===== src/rtl/butterfly_r2_pipe.sv =====
// Pipelined radix-2 DIT butterfly: C1 = A + B*Wt, C2 = A - B*Wt.
// Three lock-step stages with a global advance; per-sample /2 scaling and saturation.
module butterfly_r2_pipe #(
  parameter int W  = 12,
  parameter int TW = 12
) (
  input  logic            clk,
  input  logic            reset,
  input  logic [2*W-1:0]  A,
  input  logic [2*W-1:0]  B,
  input  logic [2*TW-1:0] Wt,
  input  logic            scale,
  input  logic            in_valid,
  output logic            in_ready,
  output logic [2*W-1:0]  C1,
  output logic [2*W-1:0]  C2,
  output logic            out_valid,
  input  logic            out_ready,
  output logic            ovf,
  input  logic            ovf_clr
);

  localparam int PW = W + TW + 1;
  localparam int KW = W + 2;
  localparam int SW = W + 3;

  localparam logic signed [PW-1:0] RND  = PW'(2**(TW-2));
  localparam logic signed [SW-1:0] MAXV = SW'(2**(W-1) - 1);
  localparam logic signed [SW-1:0] MINV = SW'(-(2**(W-1)));

  logic            advance;

  logic            v1_q, v1_d;
  logic [2*W-1:0]  a1_q, a1_d;
  logic [2*W-1:0]  b1_q, b1_d;
  logic [2*TW-1:0] wt1_q, wt1_d;
  logic            sc1_q, sc1_d;

  logic            v2_q, v2_d;
  logic [2*W-1:0]  a2_q, a2_d;
  logic [2*KW-1:0] p2_q, p2_d;
  logic            sc2_q, sc2_d;

  logic            v3_q, v3_d;
  logic [2*W-1:0]  c1_q, c1_d;
  logic [2*W-1:0]  c2_q, c2_d;
  logic            ovf_q, ovf_d;

  logic signed [PW-1:0] br_x, bi_x, wr_x, wi_x;
  logic signed [PW-1:0] pr_full, pi_full;
  logic [2*KW-1:0]      p_rnd;

  logic signed [SW-1:0] ar, ai, pr, pi;
  logic signed [SW-1:0] s1r, s1i, s2r, s2i;
  logic [W:0]           q1r, q1i, q2r, q2i;
  logic                 sat_any;

  // Returns {saturated_flag, clamped value}
  function automatic logic [W:0] sat_fn(input logic signed [SW-1:0] x);
    if (x > MAXV)      return {1'b1, MAXV[W-1:0]};
    else if (x < MINV) return {1'b1, MINV[W-1:0]};
    else               return {1'b0, x[W-1:0]};
  endfunction

  always_comb begin
    br_x    = PW'(signed'(b1_q[2*W-1:W]));
    bi_x    = PW'(signed'(b1_q[W-1:0]));
    wr_x    = PW'(signed'(wt1_q[2*TW-1:TW]));
    wi_x    = PW'(signed'(wt1_q[TW-1:0]));
    pr_full = br_x * wr_x - bi_x * wi_x;
    pi_full = br_x * wi_x + bi_x * wr_x;
    // Round half-up back to data scale; W+2 bits always hold the result
    p_rnd   = {KW'((pr_full + RND) >>> (TW-1)), KW'((pi_full + RND) >>> (TW-1))};
  end

  always_comb begin
    ar  = SW'(signed'(a2_q[2*W-1:W]));
    ai  = SW'(signed'(a2_q[W-1:0]));
    pr  = SW'(signed'(p2_q[2*KW-1:KW]));
    pi  = SW'(signed'(p2_q[KW-1:0]));
    s1r = ar + pr;
    s1i = ai + pi;
    s2r = ar - pr;
    s2i = ai - pi;
    if (sc2_q) begin
      s1r = s1r >>> 1;
      s1i = s1i >>> 1;
      s2r = s2r >>> 1;
      s2i = s2i >>> 1;
    end
    q1r     = sat_fn(s1r);
    q1i     = sat_fn(s1i);
    q2r     = sat_fn(s2r);
    q2i     = sat_fn(s2i);
    sat_any = q1r[W] | q1i[W] | q2r[W] | q2i[W];
  end

  always_comb begin
    advance = !v3_q || out_ready;

    v1_d  = v1_q;
    a1_d  = a1_q;
    b1_d  = b1_q;
    wt1_d = wt1_q;
    sc1_d = sc1_q;
    v2_d  = v2_q;
    a2_d  = a2_q;
    p2_d  = p2_q;
    sc2_d = sc2_q;
    v3_d  = v3_q;
    c1_d  = c1_q;
    c2_d  = c2_q;

    // All stages move together; bubbles travel with the valid bits
    if (advance) begin
      v1_d  = in_valid;
      a1_d  = A;
      b1_d  = B;
      wt1_d = Wt;
      sc1_d = scale;
      v2_d  = v1_q;
      a2_d  = a1_q;
      p2_d  = p_rnd;
      sc2_d = sc1_q;
      v3_d  = v2_q;
      c1_d  = {q1r[W-1:0], q1i[W-1:0]};
      c2_d  = {q2r[W-1:0], q2i[W-1:0]};
    end

    if (advance && v2_q && sat_any) ovf_d = 1'b1;
    else if (ovf_clr)               ovf_d = 1'b0;
    else                            ovf_d = ovf_q;
  end

  always_ff @(posedge clk) begin
    if (reset) begin
      v1_q  <= 1'b0;
      a1_q  <= '0;
      b1_q  <= '0;
      wt1_q <= '0;
      sc1_q <= 1'b0;
      v2_q  <= 1'b0;
      a2_q  <= '0;
      p2_q  <= '0;
      sc2_q <= 1'b0;
      v3_q  <= 1'b0;
      c1_q  <= '0;
      c2_q  <= '0;
      ovf_q <= 1'b0;
    end else begin
      v1_q  <= v1_d;
      a1_q  <= a1_d;
      b1_q  <= b1_d;
      wt1_q <= wt1_d;
      sc1_q <= sc1_d;
      v2_q  <= v2_d;
      a2_q  <= a2_d;
      p2_q  <= p2_d;
      sc2_q <= sc2_d;
      v3_q  <= v3_d;
      c1_q  <= c1_d;
      c2_q  <= c2_d;
      ovf_q <= ovf_d;
    end
  end

  assign in_ready  = advance;
  assign C1        = c1_q;
  assign C2        = c2_q;
  assign out_valid = v3_q;
  assign ovf       = ovf_q;

endmodule

===== config.mk =====
export PLATFORM = sky130hd
export DESIGN_NAME = butterfly_r2_pipe
export DESIGN_NICKNAME = d
export VERILOG_FILES = /design/src/rtl/butterfly_r2_pipe.sv
export SDC_FILE = /design/constraint.sdc
export NUM_CORES = 2
export LEC_CHECK = 0
export CORE_UTILIZATION = 50
export CTS_CLUSTER_SIZE = 8
export DETAILED_ROUTE_END_ITERATION = 16
export GPL_TIMING_DRIVEN = 1
export PLACE_DENSITY = 0.69
export REMOVE_ABC_BUFFERS = 1
export SLEW_MARGIN = 5
export SYNTH_ARGS = -nofsm -noshare
export SYNTH_HDL_FRONTEND = slang
export SYNTH_SLANG_ARGS = --single-unit

===== constraint.sdc =====
create_clock -name clk -period 12.7 [get_ports clk]
set_input_delay 2.54 -clock clk [delete_from_list [all_inputs] [get_ports clk]]
set_output_delay 2.54 -clock clk [all_outputs]
set_load 0.02 [all_outputs]

# After elaboration in Yosys (flattened, before gate mapping)
# Cells that the tools add are included.
[word_totals] regBits=178 input_bits=78 out_inout_bits=51 wordCells=55
[op_classes] add_sub_neg=8 n_mul=4 order_cmp=8 mux=14 bitwise_logic=3 n_reduce_logical=5
[op_table] cell="13-bit 2-to-1 mux" n=8
[op_table] cell="12-bit by 12-bit multiplier with 24-bit output" n=4
[op_table] cell="15-bit by 12-bit > comparator with 1-bit output (second input constant)" n=4
[op_table] cell="15-bit by 12-bit less-than comparator with 1-bit output (second input constant)" n=4
[op_table] cell="14-bit 2-to-1 mux" n=4
[op_table] cell="25-bit by 12-bit adder with 25-bit output (second input constant)" n=2
[op_table] cell="12-bit by 14-bit adder with 15-bit output" n=2
[op_table] cell="12-bit by 14-bit subtractor with 15-bit output" n=2
[op_table] cell="24-bit by 24-bit adder with 25-bit output" n=1
[op_table] cell="24-bit by 24-bit subtractor with 25-bit output" n=1
[op_table] cell="1-bit bitwise OR" n=3
[op_table] cell="1-bit logical AND" n=2
[op_table] cell="1-bit 2-to-1 mux" n=2
[op_table] cell="2-bit nonzero test" n=1
[op_table] cell="1-bit logical NOT" n=1
[op_table] cell="1-bit logical OR" n=1

# Logic depth before layout (Yosys ltp)
[depth] word_depth=10 depth_mapped=26 depth_no_buf=25

# Worst setup path before layout
# OpenSTA, ideal clock, no wires.
[synth_path] path_kind="register to register" startpoint="register b1_q[11]" endpoint="register p2_q[11]" setup_time_ps=106 arrival_time_ps=6473 required_ps=12594 path_slack_ps=6121 path_stages_with_launch=22 n_path_buf=1 synth_period_minus_slack_ps=6579 cell_sequence="dfxtp_1 -> clkbuf_1 -> nand2_1 -> fa_1 -> inv_1 -> fa_1 -> fa_1 -> fa_1 -> fa_1 -> fa_1 -> inv_1 -> fa_1 -> inv_1 -> ha_1 -> nand4_1 -> or2_2 -> o22ai_1 -> a211oi_1 -> nor2_1 -> a21oi_1 -> or4_1 -> o311ai_0"
[synth_between] elab_chain_cells=3
[synth_lines] element="start, declared" line="35" rtl="logic [2*W-1:0] b1_q, b1_d;"
[synth_lines] element="start signal, assigned" line="139" rtl="b1_q <= '0;"
[synth_lines] element="start signal, assigned" line="153" rtl="b1_q <= b1_d;"
[synth_lines] element="12-bit by 12-bit multiplier with 24-bit output" line="71" rtl="pi_full = br_x * wi_x + bi_x * wr_x;"
[synth_lines] element="24-bit by 24-bit adder with 25-bit output" line="71"
[synth_lines] element="25-bit by 12-bit adder with 25-bit output" line="73" rtl="p_rnd = {KW'((pr_full + RND) >>> (TW-1)), KW'((pi_full + RND) >>> (TW-1))};"
[synth_lines] element="end signal, assigned" line="158" rtl="p2_q <= p2_d;"
[synth_lines] element="end, declared" line="41" rtl="logic [2*KW-1:0] p2_q, p2_d;"
# No other way between the ends.
# A chain may end at the register's enable or synchronous reset.

# Worst setup path after layout
[layout_path] startpoint="register wt1_q[3]" endpoint="register p2_q[11]"
[layout_between] elab_chain_cells=3
[layout_lines] element="start, declared" line="36" rtl="logic [2*TW-1:0] wt1_q, wt1_d;"
[layout_lines] element="start signal, assigned" line="154" rtl="wt1_q <= wt1_d;"
[layout_lines] element="12-bit by 12-bit multiplier with 24-bit output" line="71"
[layout_lines] element="24-bit by 24-bit adder with 25-bit output" line="71"
[layout_lines] element="25-bit by 12-bit adder with 25-bit output" line="73"
# No other way between the ends.

==> results <==
- Entering global routing, the biggest net connects 149 pins.
- The category of the worst setup path launch point is a flip-flop.
- At the later pin of the worst-skew pair, clock insertion delay measures 0.48 ns.
- The number of enable-type register cells in the synthesized netlist is 0.
- The leading register cell type out of synthesis is sky130_fd_sc_hd__dfxtp_1.
- The class of the most critical setup path is flip-flop to flip-flop.
- STA classifies the critical path endpoint as a flip-flop.
- The power spent charging and discharging nets is 3.71 mW.
- In this run, distinct cell masters in the synthesized netlist total 79.
- The library cell used most frequently in the layout, excluding fill and tap cells, is sky130_fd_sc_hd__inv_1.
- The global-route wire length before repair is 130000 um.
- The final number of setup-violating endpoints is 0.
- The tightest hold path in the finished design has a slack of 0.451 ns.
- The tree is rooted in a sky130_fd_sc_hd__clkbuf_16.
- The die is 255 um tall.
- The effective utilization at floorplan is 50.7%.
- Power spread over the standard cell area amounts to 209 nW/um^2.
- From synthesis to final layout, the design area changed by 7.97%.
- Cells fill 54.7% of the core in the end.
- The remaining number of nets flagged by the antenna check after routing is 0.
- The number of cells upsized or downsized after cts is 0.
- The arrival time of the worst setup path is 7.92 ns.
- The mux cell area share after synthesis is 0.481%.
- The leakage component of the power is 16.7 nW.
- The run finished with clean final reports.
- The total number of yosys warnings is 0.
- The pre-antenna-repair detailed-routing pass consisted of 5 iterations.
- Across the routed clock network, the largest skew measured is 0.0169 ns.
- The post-synthesis average cell area is 8.79 sq um.
- The biggest fanout along the worst timing path is 25.
- For the pin with the worst max-slew slack, the measured transition is 1.26 ns.
- The number of failing hold endpoints at the final stage was 0.
- In the routed layout, each cell is associated on average with a via count of 5.23.
- The number of buffers added for setup after CTS is 0.
- The combinational family with the most area after synthesis is adder cells.
- The clock sink count is 178.
- The clock passes through at most 2 buffers.
- The via count is 23572.
- The portion of total power attributed to sequential cells is 11.6%.
- The share of final-layout standard cells stronger than drive strength 1 is 2.87%.
- After detailed routing, the number of remaining DRC violations is 0.
- The number of antenna violations at the first check in global routing is 0.
- Subtracting the final worst setup slack from the clock period gives 7.60 ns.
- The synthesized design contains 178 register bits.
- The wire length per cell after detailed routing is 17.3 um.
- The worst pin sits at a relative slew slack of 16.0%.
- Setup repair after global routing left no endpoint under its margin.
- Data on the critical path is required at its endpoint by 13.02 ns.
- The clock-pin slew on the worst setup and hold paths is 0.08 ns.
- The violation count after the first detailed-route iteration is 1586.
- After floorplanning, the core was sized to cover 63200 sq um.
- The count of buffers added on input and output ports is 128.
- The maximum frequency from static timing analysis is 0.132 GHz.
- OpenSTA, run right after detailed placement, puts the worst setup slack at 5.22 ns.
- After Yosys synthesis, and, or, nand and nor cells account for 16.4% of the synthesized area.
- Per report_power, the clock group accounts for 7.9% of the total.
- The count of hold-fix buffers inserted at cts is 0.
- In this run the horizontal extent of the chip is 255 um.
- The die covers 65000 sq um.
- The library cells used most frequently in the layout, excluding fill and tap cells, are 753 x sky130_fd_sc_hd__inv_1, 654 x sky130_fd_sc_hd__fa_1, 534 x sky130_fd_sc_hd__nand2_1.
- The sequential share of the synthesized area is 11.1%.
- The global-route congestion overflow total is 0.
- The synthesized-area fraction occupied by ao, oa, aoi and oai cells is 7.98%.
- The worst-case IR drop observed on VDD is 0.000290 V.
- The combined area of all synthesized cells is 32000 sq um.
- The share of synthesized flip-flops with an asynchronous set or reset is 0%.
- The post-synthesis xor/xnor area fraction is 2.68%.
- The overall routing resource usage is 25.6%.
- The number of global-route vias before repair is 24931.
- The max capacitance violation total is 0.
- The H-tree depth reported by CTS is 4.
- The internal power of the cells is 3.51 mW.
- The class of the worst hold path is flip-flop to flip-flop.
- The congestion estimate from routability-driven global placement came to 0.897.
- The number of antenna diodes in the final layout is 0.
- The half-perimeter wire length after detailed placement is 59600 um.
- The final count of pins violating max slew is 0.
- The number of primary I/O pins is 129.
- The gate count of the mapped netlist is 3641.
- The synthesized netlist devotes 50.2% of its cell area to adder and majority cells.
- TritonCTS built the clock tree.
- The final critical path takes up 59.8% of the cycle.
- The part of the power in combinational logic is 80.5%.
- In the final timing run, aggregate negative setup slack is 0 ns.
- Clock tree synthesis inserted a total of 17 buffers.
- The final wirelength is 77700 um.
- In this run the core area contains 92 standard-cell rows.
- Net switching is 51.4% of the power.
- The final layout contains 4613 nets.
- The final setup slack of the worst path is 5.10 ns.
power by group through the flow:
| stage | sequential [mW] | combinational [mW] | clock [mW] |
|---|---|---|---|
| 6_report | 0.836 | 5.82 | 0.568 |
| 2_1_floorplan | 0.908 | 4.12 | 0 |
| 3_3_place_gp | 0.846 | 5.67 | 0 |
| 3_5_place_dp | 0.847 | 5.76 | 0 |
| 5_1_grt | 0.850 | 6.59 | 0.600 |
| 4_1_cts | 0.835 | 5.81 | 0.582 |
path summary, 6_finish.rpt:
kind	endpoint	depth (start not counted)	start	slack, ns
worst min-delay path	a1_q[19]$_SDFFE_PP0N_	2	a1_q[19]$_SDFFE_PP0N_	0.45
worst max register to register	p2_q[11]$_SDFFE_PP0N_	21	wt1_q[3]$_SDFFE_PP0N_	5.10
worst max-delay path	p2_q[11]$_SDFFE_PP0N_	21	wt1_q[3]$_SDFFE_PP0N_	5.10
worst min register to register	a1_q[19]$_SDFFE_PP0N_	2	a1_q[19]$_SDFFE_PP0N_	0.45
metal layers:
layer	track usage, %	part of all wire [%]	wire, um
met1	35.7	45	34600
met4	7.60	2.8	2140
met2	41.9	47	36900
met3	2.90	5.3	4110
met5	0	0	0
critical path: stages, from the launching register on:
cell,delay [ns]
sky130_fd_sc_hd__dfxtp_1,1.16
sky130_fd_sc_hd__nand2_1,0.21
sky130_fd_sc_hd__fa_1,0.62
sky130_fd_sc_hd__fa_1,0.45
sky130_fd_sc_hd__fa_1,0.55
sky130_fd_sc_hd__inv_1,0.05
sky130_fd_sc_hd__fa_1,0.48
sky130_fd_sc_hd__fa_1,0.50
sky130_fd_sc_hd__fa_1,0.48
sky130_fd_sc_hd__inv_1,0.05
sky130_fd_sc_hd__fa_1,0.47
sky130_fd_sc_hd__inv_1,0.04
sky130_fd_sc_hd__ha_1,0.30
sky130_fd_sc_hd__a2111o_1,0.37
sky130_fd_sc_hd__a21oi_1,0.33
sky130_fd_sc_hd__o22ai_1,0.16
sky130_fd_sc_hd__buf_4,0.18
sky130_fd_sc_hd__a211oi_1,0.43
sky130_fd_sc_hd__nor2_1,0.15
sky130_fd_sc_hd__a21oi_1,0.20
sky130_fd_sc_hd__or4_1,0.13
sky130_fd_sc_hd__o311ai_0,0.13
through the flow:
stage	cell area [sq um]	power, mW	cells
finish	34600	7.22	4503
global route	34600	8.04	4503
CTS	34600	7.22	4503
detailed placement	34000	6.61	4471
global placement	34000	6.51	4471
floorplan	31300	5.02	3453
cells by family after synthesis:
| group | after synthesis |
|---|---|
| DFF | 178 |
| adders and majority gates | 891 |
| and+or+nand+nor | 1124 |
| muxes | 15 |
| AOI/OAI and AO/OA | 393 |
| buffers and inverters | 942 |
| xor gates and xnor gates | 98 |
cell type report:
cell class | count | area, sq um
clock inverters | 15 | 173
fillers | 5778 | 28600
multi-input cells | 2521 | 24900
inverters | 754 | 2840
clock buffers | 17 | 425
repair buffers | 172 | 1630
well taps | 846 | 1060
flip-flops and latches | 178 | 3560
registers in the layout (all words and copies together) (netlist names):
name,cells
v2_q,1
out_valid,1
C1,24
ovf,1
wt1_q,24
a2_q,24
a1_q,24
v1_q,1
p2_q,28
b1_q,24
sc2_q,1
C2,24
sc1_q,1
synth_stat cells (4+ instances only):
| cell | count | area, sq um |
|---|---|---|
| sky130_fd_sc_hd__nor3_1 | 18 | 90.1 |
| sky130_fd_sc_hd__a211oi_1 | 36 | 270 |
| sky130_fd_sc_hd__nor2_1 | 184 | 691 |
| sky130_fd_sc_hd__o211ai_1 | 13 | 97.6 |
| sky130_fd_sc_hd__xor2_1 | 29 | 254 |
| sky130_fd_sc_hd__nand2b_1 | 26 | 163 |
| sky130_fd_sc_hd__a2111o_1 | 10 | 113 |
| sky130_fd_sc_hd__a21oi_1 | 171 | 856 |
| sky130_fd_sc_hd__or4_1 | 5 | 37.5 |
| sky130_fd_sc_hd__xnor2_1 | 69 | 604 |
| sky130_fd_sc_hd__o21ai_0 | 36 | 180 |
| sky130_fd_sc_hd__fa_1 | 654 | 13100 |
| sky130_fd_sc_hd__o21a_1 | 22 | 165 |
| sky130_fd_sc_hd__inv_1 | 754 | 2830 |
| sky130_fd_sc_hd__or2_2 | 8 | 50.1 |
| sky130_fd_sc_hd__nand4_1 | 6 | 37.5 |
| sky130_fd_sc_hd__nand3_1 | 14 | 70.1 |
| sky130_fd_sc_hd__ha_1 | 237 | 2970 |
| sky130_fd_sc_hd__and2_1 | 279 | 1750 |
| sky130_fd_sc_hd__a31oi_1 | 7 | 43.8 |
| sky130_fd_sc_hd__o31a_1 | 5 | 43.8 |
| sky130_fd_sc_hd__o31ai_1 | 7 | 52.6 |
| sky130_fd_sc_hd__mux2i_1 | 12 | 120 |
| sky130_fd_sc_hd__o21bai_1 | 8 | 60.1 |
| sky130_fd_sc_hd__or3_1 | 11 | 68.8 |
| sky130_fd_sc_hd__nor2b_1 | 15 | 93.8 |
| sky130_fd_sc_hd__and3_1 | 4 | 25.0 |
| sky130_fd_sc_hd__dfxtp_1 | 178 | 3560 |
| sky130_fd_sc_hd__clkbuf_1 | 173 | 649 |
| sky130_fd_sc_hd__o32ai_1 | 10 | 87.6 |
| sky130_fd_sc_hd__a21o_1 | 12 | 90.1 |
| sky130_fd_sc_hd__buf_1 | 9 | 33.8 |
| sky130_fd_sc_hd__o21ai_1 | 6 | 30.0 |
| sky130_fd_sc_hd__o22ai_1 | 4 | 25.0 |
| sky130_fd_sc_hd__nand2_1 | 534 | 2000 |
Note: power is estimated with default switching activity, not from simulation.
